## src/rtl/sha256_pkg.sv

```systemverilog
// Shared definitions for the SHA-256 block controller.
//   state_t     : controller FSM states
//   H_INIT      : SHA-256 initial chaining values H0..H7
//   WORD_W      : message/digest word width
//   BLOCK_WORDS : message words per 512-bit block
package sha256_pkg;
  localparam int WORD_W      = 32;
  localparam int BLOCK_WORDS = 16;

  typedef enum logic [2:0] {IDLE, LOAD, ROUND, WAIT, UPDATE, OUT} state_t;

  localparam logic [31:0] H_INIT [0:7] = '{
    32'h6a09e667, 32'hbb67ae85, 32'h3c6ef372, 32'ha54ff53a,
    32'h510e527f, 32'h9b05688c, 32'h1f83d9ab, 32'h5be0cd19
  };
endpackage

```

## src/rtl/sha256_block_ctrl_if.sv

```systemverilog
// Handshake/bus bundle between the SHA-256 block controller and its
// neighbours (message source, round Generator, digest sink).
//   slave  : controller side
//   master : environment side (source, Generator, sink)
interface sha256_block_ctrl_if;
  import sha256_pkg::*;

  logic                  start;
  logic                  word_valid;
  logic [WORD_W-1:0]     word_in;
  logic                  word_last;
  logic                  word_ready;
  logic                  gen_run;
  logic [5:0]            gen_round;
  logic [WORD_W-1:0]     gen_word;
  logic [8*WORD_W-1:0]   gen_state;
  logic                  gen_rdy;
  logic [8*WORD_W-1:0]   gen_result;
  logic                  dout_valid;
  logic                  dout_ready;
  logic [WORD_W-1:0]     dout;
  logic                  busy;
  logic                  err;

  modport slave (
    input  start, word_valid, word_in, word_last, gen_rdy, gen_result, dout_ready,
    output word_ready, gen_run, gen_round, gen_word, gen_state, dout_valid, dout, busy, err
  );

  modport master (
    output start, word_valid, word_in, word_last, gen_rdy, gen_result, dout_ready,
    input  word_ready, gen_run, gen_round, gen_word, gen_state, dout_valid, dout, busy, err
  );
endinterface

```

## src/rtl/sha256_word_buf.sv

```systemverilog
// 16 x 32 message word buffer.
//   clk, rst  : clock, synchronous active-high clear
//   we/waddr/wdata : write port
//   raddr/rdata    : combinational read port
module sha256_word_buf
  import sha256_pkg::*;
(
  input  logic              clk,
  input  logic              rst,
  input  logic              we,
  input  logic [3:0]        waddr,
  input  logic [WORD_W-1:0] wdata,
  input  logic [3:0]        raddr,
  output logic [WORD_W-1:0] rdata
);
  logic [WORD_W-1:0] mem [BLOCK_WORDS];

  always_ff @(posedge clk) begin
    if (rst) begin
      for (int i = 0; i < BLOCK_WORDS; i++) mem[i] <= '0;
    end else if (we) begin
      mem[waddr] <= wdata;
    end
  end

  assign rdata = mem[raddr];
endmodule

```

## src/rtl/sha256_block_ctrl.sv

```systemverilog
// SHA-256 block sequencing controller: buffers a block of message words,
// walks the Generator through the rounds, feeds the result forward into
// H0..H7, chains blocks and finally streams the 8-word digest.
//   clk, rst_n : clock; rst_n is a synchronous ACTIVE-HIGH reset
//   bus        : sha256_block_ctrl_if.slave (message in, Generator, digest out)
//
// state  | meaning
// IDLE   | waiting for start
// LOAD   | accepting 16 message words into the buffer
// ROUND  | presenting round index/word to the Generator, one per cycle
// WAIT   | waiting (bounded) for Generator result
// UPDATE | feed-forward add into H0..H7
// OUT    | streaming digest words H0..H7
module sha256_block_ctrl
  import sha256_pkg::*;
#(
  parameter int GEN_TIMEOUT = 15,
  parameter int ROUNDS      = 64
) (
  input  logic                clk,
  input  logic                rst_n,
  sha256_block_ctrl_if.slave  bus
);
  localparam int          TMR_W      = $clog2(GEN_TIMEOUT + 1);
  localparam logic [TMR_W-1:0] TMR_LOAD = TMR_W'(GEN_TIMEOUT - 1);
  localparam logic [5:0]  LAST_ROUND = 6'(ROUNDS - 1);

  state_t               state;
  logic [3:0]           cnt;
  logic [TMR_W-1:0]     tmr;
  logic [2:0]           k;
  logic                 last_f;
  logic [WORD_W-1:0]    h     [8];
  logic [WORD_W-1:0]    res   [8];
  logic [WORD_W-1:0]    h_sum [8];
  logic [8*WORD_W-1:0]  h_cat;

  logic                 word_ready_q, gen_run_q, dout_valid_q, busy_q, err_q;
  logic [5:0]           gen_round_q;
  logic [8*WORD_W-1:0]  gen_state_q;
  logic [WORD_W-1:0]    dout_q;
  logic [WORD_W-1:0]    buf_rdata;
  logic                 buf_we;

  assign buf_we = (state == LOAD) && bus.word_valid && word_ready_q;

  sha256_word_buf u_buf (
    .clk   (clk),
    .rst   (rst_n),
    .we    (buf_we),
    .waddr (cnt),
    .wdata (bus.word_in),
    .raddr (gen_round_q[3:0]),
    .rdata (buf_rdata)
  );

  // Feed-forward: independent mod-2^32 adds, no carry between words.
  always_comb begin
    h_cat = '0;
    for (int i = 0; i < 8; i++) begin
      h_sum[i] = h[i] + res[i];
      h_cat[(8*WORD_W-1) - WORD_W*i -: WORD_W] = h[i];
    end
  end

  always_ff @(posedge clk) begin
    if (rst_n) begin
      state        <= IDLE;
      cnt          <= '0;
      tmr          <= '0;
      k            <= '0;
      last_f       <= 1'b0;
      word_ready_q <= 1'b0;
      gen_run_q    <= 1'b0;
      gen_round_q  <= '0;
      gen_state_q  <= '0;
      dout_valid_q <= 1'b0;
      dout_q       <= '0;
      busy_q       <= 1'b0;
      err_q        <= 1'b0;
      for (int i = 0; i < 8; i++) begin
        h[i]   <= H_INIT[i];
        res[i] <= '0;
      end
    end else begin
      case (state)
        IDLE: begin
          if (bus.start) begin
            state        <= LOAD;
            word_ready_q <= 1'b1;
            busy_q       <= 1'b1;
            err_q        <= 1'b0;
            cnt          <= '0;
            for (int i = 0; i < 8; i++) h[i] <= H_INIT[i];
          end
        end
        LOAD: begin
          if (bus.word_valid && word_ready_q) begin
            if (cnt == 4'(BLOCK_WORDS - 1)) begin
              cnt          <= '0;
              last_f       <= bus.word_last;
              word_ready_q <= 1'b0;
              gen_run_q    <= 1'b1;
              gen_round_q  <= '0;
              // Working-variable init is frozen for the whole block.
              gen_state_q  <= h_cat;
              state        <= ROUND;
            end else begin
              cnt <= cnt + 4'd1;
            end
          end
        end
        ROUND: begin
          if (gen_round_q == LAST_ROUND) begin
            gen_run_q   <= 1'b0;
            gen_round_q <= '0;
            tmr         <= TMR_LOAD;
            state       <= WAIT;
          end else begin
            gen_round_q <= gen_round_q + 6'd1;
          end
        end
        WAIT: begin
          if (bus.gen_rdy) begin
            for (int i = 0; i < 8; i++)
              res[i] <= bus.gen_result[(8*WORD_W-1) - WORD_W*i -: WORD_W];
            state <= UPDATE;
          end else if (tmr == '0) begin
            err_q  <= 1'b1;
            busy_q <= 1'b0;
            state  <= IDLE;
          end else begin
            tmr <= tmr - 1'b1;
          end
        end
        UPDATE: begin
          for (int i = 0; i < 8; i++) h[i] <= h_sum[i];
          if (last_f) begin
            state        <= OUT;
            dout_valid_q <= 1'b1;
            dout_q       <= h_sum[0];
            k            <= '0;
          end else begin
            state        <= LOAD;
            word_ready_q <= 1'b1;
          end
        end
        OUT: begin
          if (bus.dout_ready) begin
            if (k == 3'd7) begin
              dout_valid_q <= 1'b0;
              dout_q       <= '0;
              busy_q       <= 1'b0;
              state        <= IDLE;
            end else begin
              k      <= k + 3'd1;
              dout_q <= h[k + 3'd1];
            end
          end
        end
        default: state <= IDLE;
      endcase
    end
  end

  assign bus.word_ready = word_ready_q;
  assign bus.gen_run    = gen_run_q;
  assign bus.gen_round  = gen_round_q;
  assign bus.gen_word   = (gen_run_q && (gen_round_q < 6'(BLOCK_WORDS))) ? buf_rdata : '0;
  assign bus.gen_state  = gen_state_q;
  assign bus.dout_valid = dout_valid_q;
  assign bus.dout       = dout_q;
  assign bus.busy       = busy_q;
  assign bus.err        = err_q;
endmodule

```

## src/flat_wrapper.sv

```systemverilog
// flat-port wrapper written by rule: the top's interface ports become plain ports
module sha256_block_ctrl_flat import sha256_pkg::*;
#(
  parameter int GEN_TIMEOUT = 15,
  parameter int ROUNDS      = 64
)
  (clk, rst_n, bus_start, bus_word_valid, bus_word_in, bus_word_last, bus_gen_rdy, bus_gen_result, bus_dout_ready, bus_word_ready, bus_gen_run, bus_gen_round, bus_gen_word, bus_gen_state, bus_dout_valid, bus_dout, bus_busy, bus_err);
  sha256_block_ctrl_if bus_i ();
  input  logic clk;
  input  logic rst_n;
  input wire logic [$bits(bus_i.start)-1:0] bus_start;
  input wire logic [$bits(bus_i.word_valid)-1:0] bus_word_valid;
  input wire logic [$bits(bus_i.word_in)-1:0] bus_word_in;
  input wire logic [$bits(bus_i.word_last)-1:0] bus_word_last;
  input wire logic [$bits(bus_i.gen_rdy)-1:0] bus_gen_rdy;
  input wire logic [$bits(bus_i.gen_result)-1:0] bus_gen_result;
  input wire logic [$bits(bus_i.dout_ready)-1:0] bus_dout_ready;
  output wire logic [$bits(bus_i.word_ready)-1:0] bus_word_ready;
  output wire logic [$bits(bus_i.gen_run)-1:0] bus_gen_run;
  output wire logic [$bits(bus_i.gen_round)-1:0] bus_gen_round;
  output wire logic [$bits(bus_i.gen_word)-1:0] bus_gen_word;
  output wire logic [$bits(bus_i.gen_state)-1:0] bus_gen_state;
  output wire logic [$bits(bus_i.dout_valid)-1:0] bus_dout_valid;
  output wire logic [$bits(bus_i.dout)-1:0] bus_dout;
  output wire logic [$bits(bus_i.busy)-1:0] bus_busy;
  output wire logic [$bits(bus_i.err)-1:0] bus_err;
  assign bus_i.start = bus_start;
  assign bus_i.word_valid = bus_word_valid;
  assign bus_i.word_in = bus_word_in;
  assign bus_i.word_last = bus_word_last;
  assign bus_i.gen_rdy = bus_gen_rdy;
  assign bus_i.gen_result = bus_gen_result;
  assign bus_i.dout_ready = bus_dout_ready;
  assign bus_word_ready = bus_i.word_ready;
  assign bus_gen_run = bus_i.gen_run;
  assign bus_gen_round = bus_i.gen_round;
  assign bus_gen_word = bus_i.gen_word;
  assign bus_gen_state = bus_i.gen_state;
  assign bus_dout_valid = bus_i.dout_valid;
  assign bus_dout = bus_i.dout;
  assign bus_busy = bus_i.busy;
  assign bus_err = bus_i.err;
  sha256_block_ctrl #(.GEN_TIMEOUT(GEN_TIMEOUT), .ROUNDS(ROUNDS)) u_core (.clk(clk), .rst_n(rst_n), .bus(bus_i));
endmodule
```

## config.mk

```make
export PLATFORM = sky130hd
export DESIGN_NAME = sha256_block_ctrl_flat
export DESIGN_NICKNAME = d
export VERILOG_FILES = /design/src/rtl/sha256_pkg.sv /design/src/rtl/sha256_block_ctrl_if.sv /design/src/rtl/sha256_word_buf.sv /design/src/rtl/sha256_block_ctrl.sv /design/src/flat_wrapper.sv
export SDC_FILE = /design/constraint.sdc
export NUM_CORES = 2
export LEC_CHECK = 0
export BUFFER_PORTS_ARGS = -buffer_cell sky130_fd_sc_hd__buf_2
export CAP_MARGIN = 20
export CORE_MARGIN = 4
export CORE_UTILIZATION = 45
export DETAILED_ROUTE_END_ITERATION = 10
export PLACE_DENSITY = 0.66
export SLEW_MARGIN = 10
export SYNTH_ARGS = -nofsm -noshare
export SYNTH_HDL_FRONTEND = slang
export SYNTH_SLANG_ARGS = --single-unit
```

## constraint.sdc

```tcl
create_clock -name clk -period 9.3 [get_ports clk]
set_input_delay 1.395 -clock clk [delete_from_list [all_inputs] [get_ports clk]]
set_output_delay 1.395 -clock clk [all_outputs]
set_load 0.01 [all_outputs]
```

==> flow_metrics.tcl <==
set metrics [dict create \
    outcome "complete, no violations" \
    die_y_um 390 \
    ys_warn_count 0 \
    worst_setup_path_end_kind "output port" \
    peakVddDrop_uv 135 \
    grt_overflow 0 \
    slew_violations 0 \
    grt_setup_unrepaired "no" \
    p_sw_share_pct 24.6 \
    num_vias 46100 \
    grt_util_met3_pct 7.37 \
    dp.cells 7458 \
    regToRegSetupSlack_ns 5.01 \
    syn_nets 5734 \
    portBuffers 625 \
    drt_wl_total_um 216000 \
    power.internal_mw 10.5 \
    initialDrtViolationCount 4927 \
    ys.flop_type "edfxtp_1" \
    clk_latency_ns 0.77 \
    fmax_mhz 175 \
    final_hold_viol_count 0 \
    synth_seq_cells 1342 \
    path_max_fanout 48 \
    syn-instance-count 5175 \
    grt_max_degree 181 \
    grt_usage_pct 27.8 \
    grt_pass1_wl_um 311000 \
    antenna_left 0 \
    synth_edf_count 992 \
    post-place-ws_ns 4.18 \
    detail_route.vias_per_cell 5.95 \
    switchingPower_mw 3.42 \
    required_ns 7.91 \
    ys_types 95 \
    cts_buffer_depth 3 \
    min_period_ns 5.72 \
    worstSetupPathType "reg -> out" \
    hold_end "u_core.bus.gen_state[25]$_SDFFE_PP0P_" \
    yosysSeqAreaShare_pct 56.1 \
    stdcell_count 7745 \
    min_from "u_core.bus.gen_state[25]$_SDFFE_PP0P_" \
    clkSinkCount 1342 \
    syn-cell-area_um2 65600 \
    post_cts_resized 0 \
    tns_ns 0 \
    seq_power_share_pct 48.6 \
    num_io_pins 626 \
    synthArstFlopShare_pct 0 \
    drc 0 \
    root_buffer "clkbuf_16" \
    wl_per_cell_um 27.8 \
    drive_gt1_share_pct 20.9 \
    die_w_um 390 \
    hold_ws_ns 0.470 \
    p_per_area_nw_per_um2 184 \
    cts_max_level 4 \
    cp-start-kind "register" \
    pwr-share-clk_pct 42.4 \
    r2r-end "u_core.u_buf.mem[12][11]$_SDFFCE_PN0P_" \
    core-area_um2 144000 \
    antenna_found_initial 32 \
    grtUsageMet1_pct 36.1 \
    numCtsBuffers 147 \
    fin_skew_ns 0.0372 \
    met2_usage_pct 44.6 \
    relSlewSlack_pct 16.7 \
    fin_nets 6264 \
    cp.arrival_ns 4.33 \
    finalCritPeriodShare_pct 61.5 \
    initial_core_util_pct 45.5 \
    cap_viol_max_count 0 \
    combinationalPowerShare_pct 9.0 \
    busiest_layer "met2" \
    area_delta_synth_final_pct 15.0 \
    hold_depth 1 \
    hold_buffers 0 \
    synth.avg_cell_area_um2 12.7 \
    hpwlAfterDp_um 151000 \
    cts_tree "yes" \
    grt_pass1_vias 45000 \
    die_area_um2 152000 \
    worstReg2RegStart "u_core.state[0]$_SDFFE_PP0P_" \
    finalSetupViolCount 0 \
    tightest_slew_ns 1.25 \
    routabilityCongestion 0.961 \
    r2r_cells 7 \
    firstDrtPassIters 5 \
    fill_cells 12300 \
    worst_slack_ns 3.58 \
    fp-row-count 139 \
    hold_class "reg -> reg" \
    cts_setup_buffers 0 \
    path_clk_slew_ns 0.06 \
    p_leak_nw 29.6 \
]
-- flip-flops by register name, indices dropped and copies added, names as in the netlist, named ones only --
name / cells
u_core.bus.dout_valid: 1
u_core.bus.gen_round: 6
u_core.bus.gen_state: 256
u_core.bus.err: 1
u_core.state: 3
u_core.bus.gen_run: 1
u_core.h: 256
u_core.last_f: 1
u_core.k: 3
u_core.tmr: 4
u_core.cnt: 4
u_core.u_buf.mem: 512
u_core.bus.busy: 1
u_core.res: 256
u_core.bus.word_ready: 1
u_core.bus.dout: 32
-- worst max-delay path by stage --
stage          slack, ns  depth (start not counted)                        endpoint      from
2_1_floorplan       0.38                          4  u_core.res[0][0]$_SDFFCE_PN0P_     rst_n
3_3_place_gp        4.26                          6    u_core.h[4][0]$_SDFFCE_PN1P_     rst_n
3_5_place_dp        4.18                          6    u_core.h[6][5]$_SDFFCE_PN1P_     rst_n
4_1_cts             3.53                          6                 bus_gen_word[9]  register
5_1_grt             3.43                          6                 bus_gen_word[9]  register
6_report            3.58                          6                 bus_gen_word[9]  register
-- cell usage in the layout, fill, tap and decap left out, drive strengths merged, types with 118 or more instances in the layout --
cell type,netlist,layout
edfxtp,992,992
and2,723,723
xnor2,119,119
clkbuf,270,201
buf,26,677
mux4,224,224
o21ai,136,136
a21o,158,158
ha,256,256
nor2b,118,118
a21oi,242,242
a22o,263,263
nor2,249,249
dfxtp,350,350
nand2,264,264
-- metal layers --
layer / vias up / share of wire, %
met5: - / 0.052
met4: 18 / 4.5
met3: 428 / 9.5
met2: 2180 / 47
met1: 23000 / 39
li1: 20400 / -
-- layout make-up --
cell class	count	area, µm²	area share [%]
antenna	12	30.0	0.0398
clock buffer	201	4150	5.50
clock inverter	73	714	0.947
inverter	71	272	0.360
multi-input combinational	3466	27500	36.5
sequential	1342	36800	48.8
tap	1903	2380	3.16
timing repair buffer	677	3590	4.75
-- critical path, cell delays in order, from the launching register on --
cell,delay [ns]
dfxtp_4,0.73
buf_4,0.70
buf_4,0.70
mux4_2,0.41
mux4_2,0.46
nor2b_1,0.23
buf_2,0.21
-- logic make-up (layout without fill, tap and decap cells) --
kind of cell             count (synthesis)  count (layout)  synth area share (%)
buffers and inverters                  367            1022                  2.16
flip-flops                            1342            1342                  56.1
adder cells (fa/ha/maj)                264             264                  5.13
AO/OA/AOI/OAI                         1089            1089                  11.9
XOR/XNOR                               217             217                  2.90
multiplexers                           263             263                  8.31
other                                    0              12                     0
AND/OR/NAND/NOR                       1633            1633                  13.5
-- cells in the mapped netlist (all sizes together) (20+ instances only) --
cell type	count	area [µm²]
a211oi	30	225
a21o	158	1190
a21oi	242	1210
a22o	263	2300
a31oi	20	125
and2	723	4530
and3	32	201
buf	26	111
clkbuf	270	1040
dfxtp	350	7010
edfxtp	992	29800
ha	256	3200
inv	69	259
mux2i	26	260
mux4	224	5040
nand2	264	991
nand2b	44	283
nand3	55	275
nand4	27	184
nor2	249	935
nor2b	118	738
nor3	59	300
o21a	26	195
o21ai	136	684
o21bai	49	368
or2	22	138
xnor2	119	1040
xor2	98	858
-- power groups by stage --
stage                     Clock (mW)  Combinational [mW]  Sequential, mW
after global placement             0                1.22            6.87
after floorplan                    0               0.858            6.81
final                           5.89                1.24            6.75
after CTS                       5.96                1.24            6.75
after detailed placement           0                1.23            6.87
after global routing            6.21                1.35            6.76
-- per-stage QoR --
| stage | cell area, µm² | util, % | total power [mW] |
|---|---|---|---|
| 2_1_floorplan | 65600 | - | 7.67 |
| 3_3_place_gp | 70500 | 48.9 | 8.08 |
| 3_5_place_dp | 70500 | 48.9 | 8.10 |
| 4_1_cts | 75400 | 52.3 | 13.9 |
| 5_1_grt | 75400 | 52.3 | 14.3 |
| 6_report | 75400 | 52.3 | 13.9 |
No activity file was read; power rests on OpenSTA's default activity.
